$ cat src/rtl/button_debouncer_pkg.sv
// Shared constants, debounce state type and counter sizing for the
// multi-channel button debouncer.
package button_debouncer_pkg;

    localparam int DEFAULT_DEBOUNCE_CLK_CNT = 65536;
    localparam int DEFAULT_SYNC_STAGES      = 2;

    typedef enum logic {
        ST_RELEASED = 1'b0,
        ST_PRESSED  = 1'b1
    } db_state_e;

    // Counter width for a count limit n; never narrower than one bit.
    function automatic int cnt_width(input int n);
        return (n > 1) ? $clog2(n) : 1;
    endfunction

endpackage

$ cat src/rtl/debounce_channel.sv
// One debouncer lane: synchroniser, polarity fix, symmetric debounce FSM with
// registered edge pulses, and an optional long-press hold counter.
module debounce_channel
    import button_debouncer_pkg::*;
#(
    parameter int DEBOUNCE_CLK_CNT   = DEFAULT_DEBOUNCE_CLK_CNT,
    parameter int LONG_PRESS_CLK_CNT = 0,
    parameter int SYNC_STAGES        = DEFAULT_SYNC_STAGES,
    parameter int ACTIVE_LOW         = 0
) (
    input  logic clk,
    input  logic reset,
    input  logic btn_raw,
    output logic btn_debounced,
    output logic pressed,
    output logic released,
    output logic long_press
);
    localparam int CW = cnt_width(DEBOUNCE_CLK_CNT);
    localparam logic [CW-1:0] CNT_LAST = CW'(DEBOUNCE_CLK_CNT - 1);
    localparam logic [SYNC_STAGES-1:0] SYNC_IDLE = (ACTIVE_LOW != 0) ? '1 : '0;

    logic [SYNC_STAGES-1:0] sync_q, sync_d;
    logic                   sample_q, sample_d;
    db_state_e              st_q, st_d;
    logic [CW-1:0]          cnt_q, cnt_d;
    logic                   pressed_q, pressed_d;
    logic                   released_q, released_d;

    always_comb begin
        sync_d     = {sync_q[SYNC_STAGES-2:0], btn_raw};
        sample_d   = sync_q[SYNC_STAGES-1] ^ (ACTIVE_LOW != 0);
        st_d       = st_q;
        cnt_d      = cnt_q;
        pressed_d  = 1'b0;
        released_d = 1'b0;
        if (sample_q == (st_q == ST_PRESSED)) begin
            cnt_d = '0;
        end else if (cnt_q < CNT_LAST) begin
            cnt_d = cnt_q + 1'b1;
        end else begin
            // The full run of disagreeing samples has been seen: accept it.
            cnt_d      = '0;
            st_d       = sample_q ? ST_PRESSED : ST_RELEASED;
            pressed_d  = sample_q;
            released_d = ~sample_q;
        end
    end

    always_ff @(posedge clk or negedge reset) begin
        if (!reset) begin
            sync_q     <= SYNC_IDLE;
            sample_q   <= 1'b0;
            st_q       <= ST_RELEASED;
            cnt_q      <= '0;
            pressed_q  <= 1'b0;
            released_q <= 1'b0;
        end else begin
            sync_q     <= sync_d;
            sample_q   <= sample_d;
            st_q       <= st_d;
            cnt_q      <= cnt_d;
            pressed_q  <= pressed_d;
            released_q <= released_d;
        end
    end

    assign btn_debounced = (st_q == ST_PRESSED);
    assign pressed       = pressed_q;
    assign released      = released_q;

    if (LONG_PRESS_CLK_CNT > 0) begin : g_long
        localparam int HW = cnt_width(LONG_PRESS_CLK_CNT + 1);
        localparam logic [HW-1:0] HOLD_LAST = HW'(LONG_PRESS_CLK_CNT - 1);
        localparam logic [HW-1:0] HOLD_FULL = HW'(LONG_PRESS_CLK_CNT);

        logic [HW-1:0] hold_q, hold_d;
        logic          lp_q, lp_d;

        // Counting stops at HOLD_FULL, so one press can fire at most once;
        // a release landing on the completing cycle suppresses the pulse.
        always_comb begin
            hold_d = hold_q;
            lp_d   = 1'b0;
            if (pressed_d) begin
                hold_d = '0;
            end else if (st_q == ST_PRESSED && hold_q < HOLD_FULL) begin
                hold_d = hold_q + 1'b1;
                lp_d   = (hold_q == HOLD_LAST) && (st_d == ST_PRESSED);
            end
        end

        always_ff @(posedge clk or negedge reset) begin
            if (!reset) begin
                hold_q <= '0;
                lp_q   <= 1'b0;
            end else begin
                hold_q <= hold_d;
                lp_q   <= lp_d;
            end
        end

        assign long_press = lp_q;
    end else begin : g_no_long
        assign long_press = 1'b0;
    end

endmodule

$ cat src/rtl/button_debouncer_multi.sv
// Multi-channel button debouncer: CHANNELS independent lanes, each producing a
// debounced level plus pressed / released / long-press pulses.
module button_debouncer_multi
    import button_debouncer_pkg::*;
#(
    parameter int CHANNELS           = 4,
    parameter int DEBOUNCE_CLK_CNT   = DEFAULT_DEBOUNCE_CLK_CNT,
    parameter int LONG_PRESS_CLK_CNT = 0,
    parameter int SYNC_STAGES        = DEFAULT_SYNC_STAGES,
    parameter int ACTIVE_LOW         = 0
) (
    input  logic                clk,
    input  logic                reset,
    input  logic [CHANNELS-1:0] btn_in,
    output logic [CHANNELS-1:0] btn_debounced,
    output logic [CHANNELS-1:0] pressed,
    output logic [CHANNELS-1:0] released,
    output logic [CHANNELS-1:0] long_press
);
    if (CHANNELS < 1) begin : g_bad_channels
        $error("button_debouncer_multi: CHANNELS must be >= 1");
    end
    if (DEBOUNCE_CLK_CNT < 1) begin : g_bad_debounce
        $error("button_debouncer_multi: DEBOUNCE_CLK_CNT must be >= 1");
    end
    if (SYNC_STAGES < 2) begin : g_bad_sync
        $error("button_debouncer_multi: SYNC_STAGES must be >= 2");
    end

    for (genvar gi = 0; gi < CHANNELS; gi++) begin : g_ch
        debounce_channel #(
            .DEBOUNCE_CLK_CNT  (DEBOUNCE_CLK_CNT),
            .LONG_PRESS_CLK_CNT(LONG_PRESS_CLK_CNT),
            .SYNC_STAGES       (SYNC_STAGES),
            .ACTIVE_LOW        (ACTIVE_LOW)
        ) u_channel (
            .clk          (clk),
            .reset        (reset),
            .btn_raw      (btn_in[gi]),
            .btn_debounced(btn_debounced[gi]),
            .pressed      (pressed[gi]),
            .released     (released[gi]),
            .long_press   (long_press[gi])
        );
    end

endmodule

$ cat config.mk
export PLATFORM = sky130hd
export DESIGN_NAME = button_debouncer_multi
export DESIGN_NICKNAME = d
export VERILOG_FILES = /design/src/rtl/button_debouncer_pkg.sv /design/src/rtl/debounce_channel.sv /design/src/rtl/button_debouncer_multi.sv
export SDC_FILE = /design/constraint.sdc
export NUM_CORES = 1
export LEC_CHECK = 0
export BUFFER_PORTS_ARGS = -buffer_cell sky130_fd_sc_hd__buf_4
export CAP_MARGIN = 40
export CORE_MARGIN = 2
export CORE_UTILIZATION = 55
export CTS_CLUSTER_SIZE = 24
export DETAILED_ROUTE_END_ITERATION = 10
export GPL_TIMING_DRIVEN = 0
export PLACE_DENSITY_LB_ADDON = 0.12
export SETUP_SLACK_MARGIN = 0.3
export SLEW_MARGIN = 20
export SYNTH_ARGS = -nofsm -noshare
export SYNTH_HDL_FRONTEND = slang
export SYNTH_SLANG_ARGS = --single-unit
$ cat constraint.sdc
create_clock -name clk -period 2.3 [get_ports clk]
set_input_delay 0.23 -clock clk [delete_from_list [all_inputs] [get_ports clk]]
set_output_delay 0.23 -clock clk [all_outputs]
set_load 0.01 [all_outputs]
After elaboration in Yosys (flattened, before gate mapping). Index checks and enable logic that the tools add are counted.

Add/subtract/negate cells: 4. $mul: 0. Div/mod/pow operators: 0. Order comparisons: 4. Equality and inequality tests: 4. Shifts and indexed selects: 0. Muxes and demuxes: 28. Bitwise gates (word level): 12. Reduce and logical (&&, ||, !) cells: 4.

Operators by type and width (number): 16-bit 2-to-1 mux (8); 16-bit by 1-bit adder with 16-bit output (second input constant) (4); 16-bit less-than comparator (second input constant) (4); 1-bit 2-to-1 mux (20); 1-bit inverter (12); 2-bit AND reduction (4); 1-bit equality test (4).

Register bits after elaboration: 88. Latch bits: 0. Bits in writable memories: 0. ROM bits: 0. Input port bits: 6. Output and inout port bits: 16. Word-level logic and storage cells: 80. Memories: 0.

Logic depth before layout (Yosys ltp).
Depth in word-level cells: 3. Gate-level depth with buffers: 6.

Cells and area by module. A second synthesis with hierarchy kept.

Cell total of the unflattened synthesis: 356. Area, all modules: 3993.8 sq um.

By module, submodules not included: debounce_channel (instances 4, cells each 89, area each 998.5 sq um, seq. area each 550.5 sq um).

Least setup slack after synthesis. Ideal clock, no wire load.

Path type: register to register. From: register g_ch[1].u_channel.cnt_q[0]. To: register g_ch[1].u_channel.st_q. Setup time: 0.125 ns. Arrival: 1.589 ns. Data required time: 2.175 ns. Setup slack: 0.586 ns. Cell stages (with the launch flop): 5. Buffers on the path: 0. Clock period less this slack: 1.714 ns. Path through: dfrtp_1 ha_1 nand3_2 or4_4 mux2_4.

Longest elaborated chain between the ends: 3.

Ends and longest elaborated chain: start: declaration (RTL line debounce_channel.sv:26) `logic [CW-1:0] cnt_q, cnt_d;`; start signal: assignment (RTL line debounce_channel.sv:62) `cnt_q <= cnt_d;`; 16-bit less-than comparator (RTL line debounce_channel.sv:39) `end else if (cnt_q < CNT_LAST) begin`; 1-bit inverter (no source line); 2-bit AND reduction (no source line); end signal: assignment (RTL line debounce_channel.sv:61) `st_q <= st_d;`; end: declaration (RTL line debounce_channel.sv:25) `db_state_e st_q, st_d;`.

No other way between the ends. A chain may end at the register's enable or synchronous reset.

Final worst setup path.
From: register g_ch[1].u_channel.cnt_q[0]. To: register g_ch[1].u_channel.cnt_q[13].

Longest elaborated chain between the ends: 3.

Ends and longest elaborated chain: 16-bit by 1-bit adder with 16-bit output or 16-bit less-than comparator (tied branches) (RTL line debounce_channel.sv:40, debounce_channel.sv:39); 16-bit 2-to-1 mux * (RTL line debounce_channel.sv:39); 16-bit 2-to-1 mux * (RTL line debounce_channel.sv:37) `if (sample_q == (st_q == ST_PRESSED)) begin`; named net g_ch[1].u_channel.cnt_d[13] (RTL line debounce_channel.sv:26).

The timed path passes the listed nets; every way through them passes the cells marked *.

==> flow_summary.json <==
{
  "powerDensity_mw_per_mm2": 595,
  "peakVddDrop_mv": 0.400,
  "maxCapViolations": 0,
  "ys_seq_area_share_pct": 55.2,
  "slew_headroom_pct": 63.2,
  "async_flop_share_pct": 100,
  "use_met3_pct": 4.16,
  "r2r_slack_ns": 0.46,
  "ios": 22,
  "use_met2_pct": 27.1,
  "grt_pass1_wl_um": 11000,
  "cp.arrival_ns": 2.07,
  "tns_ns": 0,
  "drive_gt1_share_pct": 17.6,
  "routed_wl_um": 6210,
  "initial_core_util_pct": 55.9,
  "dr.pass1.iters": 6,
  "synth_top_flop_cell": "dfrtp_1",
  "yosysUniqueCellTypes": 35,
  "postLayoutCellArea_mm2": 0.00451,
  "synth_top_area_share_pct": 55.2,
  "first_iter_violations": 94,
  "synth-edff-count": 0,
  "synth_area_mm2": 0.00399,
  "r2r-end": "g_ch[1].u_channel.cnt_q[13]",
  "finalHoldViolCount": 0,
  "synth-seq-cells": 88,
  "ys_warn_count": 0,
  "setup_viol": 0,
  "final_cell_count_no_fill": 507,
  "cts_tree": "built",
  "final_nets": 413,
  "numPortBuffers": 17,
  "wl_per_cell_um": 12.2,
  "antennaDiodeCount": 0,
  "max_freq_mhz": 544,
  "min-delay-path-class": "register to register",
  "synth.avg_cell_area_um2": 10.9,
  "antenna_left": 0,
  "clk_pin_slew_worst_paths_ns": 0.08,
  "p_leak_nw": 1.99,
  "netlist_top_cells_area": "dfrtp_1, xnor2_1, nor2_1",
  "top_usage_layer": "met2",
  "core_area_mm2": 0.00714,
  "cp.required_ns": 2.53,
  "seq_area_mm2": 0.00220,
  "yosys.area.top_type": "dfrtp_1",
  "multi_input_area_mm2": 0.00160,
  "crit_fanout": 10,
  "post-route-period-util_pct": 80.0,
  "holdBufCountCts": 5,
  "synthCells": 366,
  "path_class": "register to register",
  "grt_pass1_vias": 2444,
  "place_area_mm2": 0.00428,
  "viasPerCell": 4.91,
  "grt_overflow": 0,
  "syn_to_final_growth_pct": 13.1,
  "dp_hpwl_um": 4200,
  "finalClockSkew_ns": 0.0133,
  "clock_path_buffers": 2,
  "hold_end": "g_ch[1].u_channel.sync_q[1]",
  "cts_sinks": 88,
  "worstMarginPinSlew_ns": 0.553,
  "cp-end-kind": "register",
  "h-tree-depth": 3,
  "fp.dieArea_mm2": 0.00795,
  "min_from": "g_ch[1].u_channel.sync_q[0]",
  "timing.rr.start": "g_ch[1].u_channel.cnt_q[0]",
  "min_path_cells": 0,
  "gp_congestion": 0.802,
  "fp.dieH_um": 89.1,
  "clk-insertion-delay-late_ns": 0.35,
  "crit_path_start_kind": "register",
  "layout_min_cycle_time_ns": 1.84,
  "drv_slew": 0,
  "grt_util_all_layers_pct": 17.8,
  "fin_util_pct": 63.2,
  "ff2ff_path_depth": 6,
  "dieWidth_um": 89.1,
  "place_inst": 486,
  "gr-usage-met1_pct": 25.2,
  "status": "complete, no violations",
  "post_cts_buffers": 0,
  "cts_root_buf": "clkbuf_8",
  "rows": 31,
  "numCtsBuffers": 9,
  "cts_resized": 0,
  "vias": 2488,
  "rsz0062_at_grt": "false",
  "fillers": 609,
  "drc": 0,
  "grt_max_degree": 47,
  "antenna_found_initial": 0
}
-- cell usage in the layout (no fill, tap or decap), drive strengths merged, types with 5 or more instances in the layout --
cell         count
nor4             9
nor3            11
nand4           20
nor2            72
dlygate4sd3      5
nor3b            8
dfrtp           88
and4             5
inv              9
nand2           18
clkbuf          11
nand3           19
xnor2           40
xor2            18
buf             39
-- layer usage --
metal,part of all wire [%],wire (um)
met2,45,2810
met5,0,0
met3,2.5,158
met4,1.7,103
met1,51,3140
-- synthesized netlist by cell type, types with 2 or more instances --
library cell	count
dfrtp_1	88
nor2_1	72
xnor2_1	40
nand3_1	18
xor2_1	18
buf_4	17
nand2_1	17
nand4_1	17
nor3_1	11
nor4_1	9
inv_1	8
nor3b_1	8
and4_1	5
ha_1	4
or4_4	4
buf_6	3
a21oi_1	2
and2_1	2
and3_1	2
mux2_4	2
nand2b_4	2
nand4_4	2
o21ai_0	2
or3_1	2
-- worst max path at each step --
stage	end	cells past startpoint	from	slack, ns
5_1_grt	g_ch[1].u_channel.cnt_q[1]	6	g_ch[1].u_channel.cnt_q[0]	0.35
3_5_place_dp	g_ch[1].u_channel.cnt_q[7]	6	g_ch[1].u_channel.cnt_q[0]	0.46
2_1_floorplan	g_ch[1].u_channel.btn_debounced	4	g_ch[1].u_channel.cnt_q[0]	0.59
4_1_cts	g_ch[1].u_channel.cnt_q[9]	6	g_ch[1].u_channel.cnt_q[0]	0.45
6_report	g_ch[1].u_channel.cnt_q[13]	6	g_ch[1].u_channel.cnt_q[0]	0.46
3_3_place_gp	g_ch[1].u_channel.cnt_q[14]	6	g_ch[1].u_channel.cnt_q[0]	0.48
-- critical path, stage by stage (launching register included) --
cell and delay (ns):
dfrtp_1 0.39, ha_1 0.20, nand3_2 0.17, or4_4 0.63
nand2b_4 0.13, buf_6 0.15, nor2_1 0.05
-- stage by stage --
step	power, W	setup WS (ns)	hold slack [ns]
final	0.00268	0.461	0.352
after global routing	0.00283	0.348	0.370
after CTS	0.00273	0.447	0.355
after detailed placement	0.00174	0.455	0.266
after global placement	0.00173	0.479	0.332
after floorplan	0.00168	0.586	-0.0656
-- cells by family (layout without fill, tap and decap cells) --
group	count (synthesis)	in the layout	synth area share, %
simple gates	177	177	23.8
flops	88	88	55.2
xor+xnor	58	58	12.7
buf+inv	30	69	5.02
fa+ha+maj	4	4	1.26
compound gates	4	4	0.502
mux	4	4	1.32
other cells	1	4	0.0940
-- where the power goes --
group	total [W]	internal [W]	switching [W]
Sequential	0.00160	0.00157	0.0000224
Combinational	0.000116	0.0000487	0.0000677
Clock	0.000969	0.000426	0.000543
-- flip-flops by register name, indices dropped and copies added (netlist names) --
signal,count
g_ch.u_channel.sync_q,8
g_ch.u_channel.released,4
g_ch.u_channel.btn_debounced,4
g_ch.u_channel.sample_q,4
g_ch.u_channel.cnt_q,64
g_ch.u_channel.pressed,4
-- area by class of cell --
cell class              count  share of cell area [%]
clock inverters             6                   0.971
well taps                  99                    2.75
multi-input cells         251                    35.4
inverters                   8                   0.666
repair buffers             23                    4.55
clock buffers              10                    3.05
flip-flops and latches     88                    48.8
plain buffers              22                    3.77
Note: power is estimated with default switching activity, not from simulation.
